--- src/rtl/seg_scan_driver.sv ---
// seg_scan_driver: multiplexed 7-segment display scanner.
//   Shows DIGITS 4-bit nibbles one at a time on a shared segment bus. Only one anode is enabled,
//   and it is PWM-gated to set brightness. New data is taken at frame boundaries only, so one
//   frame never mixes old and new data.
// Ports:
//   clk_i, rst_i            clock, asynchronous active-high reset
//   data_i [4*DIGITS]       digit i = data_i[4i+3:4i], digit 0 rightmost
//   dp_in_i / blank_i       per-digit decimal point / force-dark masks
//   load_i                  request capture of data/dp/blank at the next frame boundary
//   hex_mode_i              1 = hex glyphs for 10..15, 0 = dark for 10..15
//   lz_suppress_i           1 = blank leading zeros (digit 0 always shown)
//   brightness_i            PWM duty, anode on while pwm count <= brightness
//   seg_o, dp_o, an_o       active-low segments {g..a}, decimal point, anodes
//   frame_done_o            1-cycle pulse after the last digit slot ends
module seg_scan_driver #(
  parameter int unsigned DIGITS   = 8,
  parameter int unsigned SCAN_DIV = 200000,
  parameter int unsigned BRIGHT_W = 4
) (
  input  logic                  clk_i,
  input  logic                  rst_i,
  input  logic [4*DIGITS-1:0]   data_i,
  input  logic [DIGITS-1:0]     dp_in_i,
  input  logic [DIGITS-1:0]     blank_i,
  input  logic                  load_i,
  input  logic                  hex_mode_i,
  input  logic                  lz_suppress_i,
  input  logic [BRIGHT_W-1:0]   brightness_i,
  output logic [6:0]            seg_o,
  output logic                  dp_o,
  output logic [DIGITS-1:0]     an_o,
  output logic                  frame_done_o
);

  localparam int unsigned IdxW   = (DIGITS > 1) ? $clog2(DIGITS) : 1;
  localparam int unsigned PrescW = $clog2(SCAN_DIV);
  localparam logic [IdxW-1:0]   LastIdx = IdxW'(DIGITS - 1);
  localparam logic [PrescW-1:0] LastPresc = PrescW'(SCAN_DIV - 1);

  logic [PrescW-1:0]   presc_q;
  logic [IdxW-1:0]     idx_q, idx_d;
  logic [BRIGHT_W-1:0] pwm_q;
  logic                pending_q, pending_d;
  logic [4*DIGITS-1:0] sh_data_q, sh_data_d;
  logic [DIGITS-1:0]   sh_dp_q, sh_dp_d, sh_blank_q, sh_blank_d;
  logic [6:0]          seg_q, seg_d;
  logic                dp_q, dp_d;
  logic                active_q;
  logic                frame_done_q;

  logic       tick, frame_end, capture;
  logic [3:0] nib;
  logic       dp_bit, blank_bit, lz_dark, zero_run, dark;

  function automatic logic [6:0] decode(input logic [3:0] n, input logic hex);
    logic [6:0] s;
    unique case (n)
      4'h0: s = 7'h40;
      4'h1: s = 7'h79;
      4'h2: s = 7'h24;
      4'h3: s = 7'h30;
      4'h4: s = 7'h19;
      4'h5: s = 7'h12;
      4'h6: s = 7'h02;
      4'h7: s = 7'h78;
      4'h8: s = 7'h00;
      4'h9: s = 7'h10;
      4'hA: s = hex ? 7'h08 : 7'h7F;
      4'hB: s = hex ? 7'h03 : 7'h7F;
      4'hC: s = hex ? 7'h46 : 7'h7F;
      4'hD: s = hex ? 7'h21 : 7'h7F;
      4'hE: s = hex ? 7'h06 : 7'h7F;
      default: s = hex ? 7'h0E : 7'h7F;
    endcase
    return s;
  endfunction

  assign tick      = (presc_q == LastPresc);
  assign frame_end = tick && (idx_q == LastIdx);
  assign capture   = frame_end && (pending_q || load_i);

  always_comb begin
    pending_d  = frame_end ? 1'b0 : (pending_q | load_i);
    // The digit shown after a boundary decodes from the post-capture value.
    sh_data_d  = capture ? data_i  : sh_data_q;
    sh_dp_d    = capture ? dp_in_i : sh_dp_q;
    sh_blank_d = capture ? blank_i : sh_blank_q;
    idx_d      = idx_q;
    if (tick) idx_d = (idx_q == LastIdx) ? '0 : idx_q + 1'b1;
  end

  // Walk from the most significant digit down, tracking whether every nibble so far is zero.
  always_comb begin
    nib       = 4'h0;
    dp_bit    = 1'b0;
    blank_bit = 1'b0;
    lz_dark   = 1'b0;
    zero_run  = 1'b1;
    for (int i = int'(DIGITS) - 1; i >= 0; i--) begin
      zero_run = zero_run & (sh_data_d[4*i +: 4] == 4'h0);
      if (idx_d == IdxW'(i)) begin
        nib       = sh_data_d[4*i +: 4];
        dp_bit    = sh_dp_d[i];
        blank_bit = sh_blank_d[i];
        lz_dark   = (i != 0) && zero_run;
      end
    end
    dark  = blank_bit | (lz_suppress_i & lz_dark);
    seg_d = dark ? 7'h7F : decode(nib, hex_mode_i);
    dp_d  = dark ? 1'b1 : ~dp_bit;
  end

  always_ff @(posedge clk_i or posedge rst_i) begin
    if (rst_i) begin
      presc_q      <= '0;
      idx_q        <= LastIdx;
      pwm_q        <= '0;
      pending_q    <= 1'b0;
      sh_data_q    <= '0;
      sh_dp_q      <= '0;
      sh_blank_q   <= '0;
      seg_q        <= 7'h7F;
      dp_q         <= 1'b1;
      active_q     <= 1'b0;
      frame_done_q <= 1'b0;
    end else begin
      presc_q      <= tick ? '0 : presc_q + 1'b1;
      pwm_q        <= pwm_q + 1'b1;
      pending_q    <= pending_d;
      sh_data_q    <= sh_data_d;
      sh_dp_q      <= sh_dp_d;
      sh_blank_q   <= sh_blank_d;
      idx_q        <= idx_d;
      frame_done_q <= frame_end;
      if (tick) begin
        seg_q    <= seg_d;
        dp_q     <= dp_d;
        // Anodes stay dark until the first slot has actually been decoded.
        active_q <= 1'b1;
      end
    end
  end

  always_comb begin
    an_o = '1;
    if (active_q && (pwm_q <= brightness_i)) an_o[idx_q] = 1'b0;
  end

  assign seg_o        = seg_q;
  assign dp_o         = dp_q;
  assign frame_done_o = frame_done_q;

endmodule

--- config.mk ---
export PLATFORM = sky130hd
export DESIGN_NAME = seg_scan_driver
export DESIGN_NICKNAME = d
export VERILOG_FILES = /design/src/rtl/seg_scan_driver.sv
export SDC_FILE = /design/constraint.sdc
export NUM_CORES = 1
export LEC_CHECK = 0
export CELL_PAD_IN_SITES_DETAIL_PLACEMENT = 2
export CELL_PAD_IN_SITES_GLOBAL_PLACEMENT = 2
export CORE_MARGIN = 8
export CORE_UTILIZATION = 35
export CTS_BUF_LIST = sky130_fd_sc_hd__clkbuf_4
export DETAILED_ROUTE_END_ITERATION = 10
export PLACE_DENSITY_LB_ADDON = 0.2
export SETUP_SLACK_MARGIN = 0.05
export SKIP_CTS_REPAIR_TIMING = 1
export SLEW_MARGIN = 30
export SYNTH_ARGS = -nofsm -noshare
export SYNTH_HDL_FRONTEND = slang
export SYNTH_SLANG_ARGS = --single-unit
--- constraint.sdc ---
create_clock -name clk_i -period 3.9 [get_ports clk_i]
set_input_delay 0.78 -clock clk_i [delete_from_list [all_inputs] [get_ports clk_i]]
set_output_delay 0.78 -clock clk_i [all_outputs]
set_load 0.005 [all_outputs]
==> impl_metrics.env, run 1 <==
export IMPL_worst_path_dominant_cell_family="buffers and inverters"
export IMPL_drt_wl_total_um=17500
export IMPL_ys_seq_area_frac=0.429
export IMPL_ys_seq_elements=84
export IMPL_clkPwrFrac=0.357
export IMPL_netlist_top_cells_area="dfrtp_1, nand2_1, dfstp_2"
export IMPL_fin_setup_tns_ns=0
export IMPL_yosysTopAreaCellShare=0.370
export IMPL_clock_sinks=84
export IMPL_synth_edf_count=0
export IMPL_final_area_um2=6340
export IMPL_swShare=0.235
export IMPL_fin_crit_ns=3.70
export IMPL_cts_tree="yes"
export IMPL_seqPwrFrac=0.579
export IMPL_placed_cell_area_um2=6170
export IMPL_intPower_mw=1.15
export IMPL_power_density_nw_per_um2=237
export IMPL_synth_common_cells="nand2_1, dfrtp_1, nor2_1"
export IMPL_finish_utilization=0.459
export IMPL_drv_slew=0
export IMPL_grt_use_total=0.200
export IMPL_end_kind="output pin"
export IMPL_layoutNonFillerInstCount=823
export IMPL_hold_slack_ns=0.483
export IMPL_yosys_area_top_type="dfrtp_1"
export IMPL_fin_nets=703
export IMPL_vias=4511
export IMPL_max_vdd_ir_drop_mv=0.117
export IMPL_syn_inst=521
export IMPL_drtPass1Iterations=4
export IMPL_yosys_cell_count_top_type="nand2_1"
export IMPL_placedCellCount=806
export IMPL_ant_nets=0
export IMPL_avgSynthCellArea_um2=9.48
export IMPL_r2r_setup_slack_ns=0.21
export IMPL_leakagePower_nw=3.07
export IMPL_hpwl_um=13800
export IMPL_max_slew_worst_pin_slew_ns=0.574
export IMPL_max_cap_violations=0
export IMPL_postSynthNetCount=586
export IMPL_root_buffer="clkbuf_4"
export IMPL_area_delta_synth_final_pct=28.4
export IMPL_die_x_um=135
export IMPL_synth_cell_types=88
export IMPL_cts_path_max_buffers=2
export IMPL_required_ns=3.12
export IMPL_routedWlPerCell_um=21.3
export IMPL_dieHeight_um=135
export IMPL_core_area_um2=13800
export IMPL_power_switching_mw=0.354
export IMPL_initial_core_util=0.357
export IMPL_viasPerCell=5.48
export IMPL_finalHoldViolations=0
export IMPL_antenna_found_initial=0
export IMPL_min_delay_start="sh_dp_q[7]"
export IMPL_ys_flop_type="dfrtp_1"
export IMPL_ys_warn_count=0
export IMPL_relSlewSlack=0.614
export IMPL_grt_first_pass_wirelength_um=28400
export IMPL_cp_start_kind="input port"
export IMPL_path_clk_slew_ns=0.12
export IMPL_hold_path_class="reg2reg"
export IMPL_comb_power_share=0.064
export IMPL_num_antenna_cells=0
export IMPL_cpMaxStageDelayCell="clkdlybuf4s50_1"
export IMPL_htreeDepth=3
export IMPL_drtIter0Drc=199
export IMPL_gr_total_overflow=0
export IMPL_clkLatencyLatePin_ns=0.48
export IMPL_numCtsBuffers=9
export IMPL_setup_viol=0
export IMPL_cp_max_fo=4
export IMPL_port_buffers=73
export IMPL_finClkSkew_ns=0.0148
export IMPL_fin_ws_ns=0.201
export IMPL_grt_max_degree=34
export IMPL_crit_start="brightness_i[1]"
export IMPL_final_layout_size_suffix_gt1_frac=0.193
export IMPL_gp_congestion=0.860
export IMPL_grt_pass1_vias=5109
export IMPL_rows=43
export IMPL_crit_chain="clkdlybuf4s50_1 -> inv_1 -> ha_1 -> nor2b_1 -> o21ai_1 -> nand2b_1 -> a21oi_1 -> a41o_1 -> and3_4 -> nand2_1 -> clkdlybuf4s50_1"
export IMPL_io_pins=74
export IMPL_drcViolationCount=0
export IMPL_rsz0062_at_grt="false"
export IMPL_fin_crit_sh=0.948
export IMPL_power_mw=1.50
export IMPL_path_class="in2out"
export IMPL_synthesis_area_um2=4940
export IMPL_max_stage_delay_ns=0.46
export IMPL_async_flop_share=1.00
export IMPL_die_area_um2=18200
export IMPL_status="finished, final reports clean"
export IMPL_dp_slack_ns=-0.129
export IMPL_nFillCells=1483
export IMPL_crit_arrival_ns=2.92
export IMPL_cp_num_buf_inv=3
export IMPL_r2r_start="idx_q[0]"
export IMPL_crit_top_cell="clkdlybuf4s50_1"
export IMPL_max_freq_ghz=0.270
[worst paths after layout]
path	endpoint	cells after the start
max in group asynchronous	idx_q[2]	3
min in group asynchronous	sh_blank_q[5]	2
max	an_o[2]	11
max reg2reg	seg_o[0]	13
min	sh_dp_q[7]	2
min reg2reg	sh_dp_q[7]	2
[routing by layer]
layer / up-vias / routed length, um / share of wire / track usage
li1: 2111 / - / - / -
met1: 2289 / 7930 / 0.45 / 0.245
met2: 86 / 8650 / 0.49 / 0.342
met3: 25 / 516 / 0.029 / 0.0297
met4: 0 / 414 / 0.024 / 0.0811
met5: - / 0 / 0 / 0
[cell families (layout without fill, tap and decap cells)]
kind of cell / Yosys count / count (layout) / share of synthesized area
compound gates: 100 / 100 / 0.160
xor+xnor: 20 / 20 / 0.0355
fa+ha+maj: 8 / 8 / 0.0203
buf+inv: 44 / 166 / 0.0421
flops: 84 / 84 / 0.429
mux: 30 / 30 / 0.0702
simple gates: 235 / 235 / 0.244
[cell usage in the layout, fill, tap and decap left out, types with 3 or more instances in the layout]
master	instances
inv_1	18
ha_1	8
dfrtp_1	73
and3_1	8
xnor2_1	10
dlymetal6s2s_1	6
clkdlybuf4s50_1	67
clkbuf_4	13
o21ai_0	12
nor4b_1	4
mux2_1	9
buf_4	54
dfstp_2	11
nor2b_1	4
nand2_1	99
and2_1	3
a31o_1	4
clkinv_2	3
o221ai_1	3
o21ai_1	6
nor4_1	16
inv_2	4
mux2_2	5
nand2b_1	4
a31oi_1	5
nor3_1	8
o211a_1	3
xor2_1	10
nor3_4	3
a21oi_1	19
nand4_1	8
mux2i_1	13
nor2_1	31
or3_1	3
nand3_1	22
[power by group through the flow]
| stage | logic [mW] | registers [mW] | clock network, mW |
|---|---|---|---|
| floorplan | 0.0201 | 0.888 | 0 |
| global placement | 0.0950 | 0.888 | 0 |
| detailed placement | 0.0970 | 0.888 | 0 |
| CTS | 0.0976 | 0.872 | 0.562 |
| global route | 0.105 | 0.872 | 0.590 |
| finish | 0.0967 | 0.872 | 0.536 |
[state kept, by name (all words and copies together), names as in the netlist]
register      cells
active_q          1
dp_o              1
frame_done_o      1
idx_q             3
pending_q         1
presc_q          18
pwm_q             4
seg_o             7
sh_blank_q        8
sh_data_q        32
sh_dp_q           8
[area by class of cell]
type / instances / area, um^2 / area share
timing repair buffer: 127 / 1150 / 0.182
multi-input combinational: 393 / 2620 / 0.414
clock inverter: 3 / 40.0 / 0.00632
sequential: 84 / 2120 / 0.334
tap: 180 / 225 / 0.0355
inverter: 23 / 87.6 / 0.0138
clock buffer: 13 / 97.6 / 0.0154
[worst reg2reg max path: cells and delay by family, from the launching register on]
kind,cells,cell delay (ns)
compound gates,6,1.04
simple gates,3,0.95
flops,1,0.68
mux,1,0.41
fa+ha+maj,2,0.40
buf+inv,1,0.17
No activity file was read; power rests on OpenSTA's default activity.
==> inputs of run 2 (changes only) <==
--- a/config.mk
+++ b/config.mk
@@ -5,6 +5,7 @@
 export SDC_FILE = /design/constraint.sdc
 export NUM_CORES = 1
 export LEC_CHECK = 0
+export CAP_MARGIN = 0
 export CELL_PAD_IN_SITES_DETAIL_PLACEMENT = 2
 export CELL_PAD_IN_SITES_GLOBAL_PLACEMENT = 2
 export CORE_MARGIN = 8
@@ -13,7 +14,6 @@
 export DETAILED_ROUTE_END_ITERATION = 10
 export PLACE_DENSITY_LB_ADDON = 0.2
 export SETUP_SLACK_MARGIN = 0.05
-export SKIP_CTS_REPAIR_TIMING = 1
 export SLEW_MARGIN = 30
 export SYNTH_ARGS = -nofsm -noshare
 export SYNTH_HDL_FRONTEND = slang
==> results of run 2 <==
No change in the layout: final DEF, timing and power equal those of run 1.
==> inputs of run 3 (changes only) <==
--- a/config.mk
+++ b/config.mk
@@ -14,7 +14,7 @@
 export DETAILED_ROUTE_END_ITERATION = 10
 export PLACE_DENSITY_LB_ADDON = 0.2
 export SETUP_SLACK_MARGIN = 0.05
-export SLEW_MARGIN = 30
+export SLEW_MARGIN = 20
 export SYNTH_ARGS = -nofsm -noshare
 export SYNTH_HDL_FRONTEND = slang
 export SYNTH_SLANG_ARGS = --single-unit
==> results of run 3 <==
No change in the layout: final DEF, timing and power equal those of run 1.
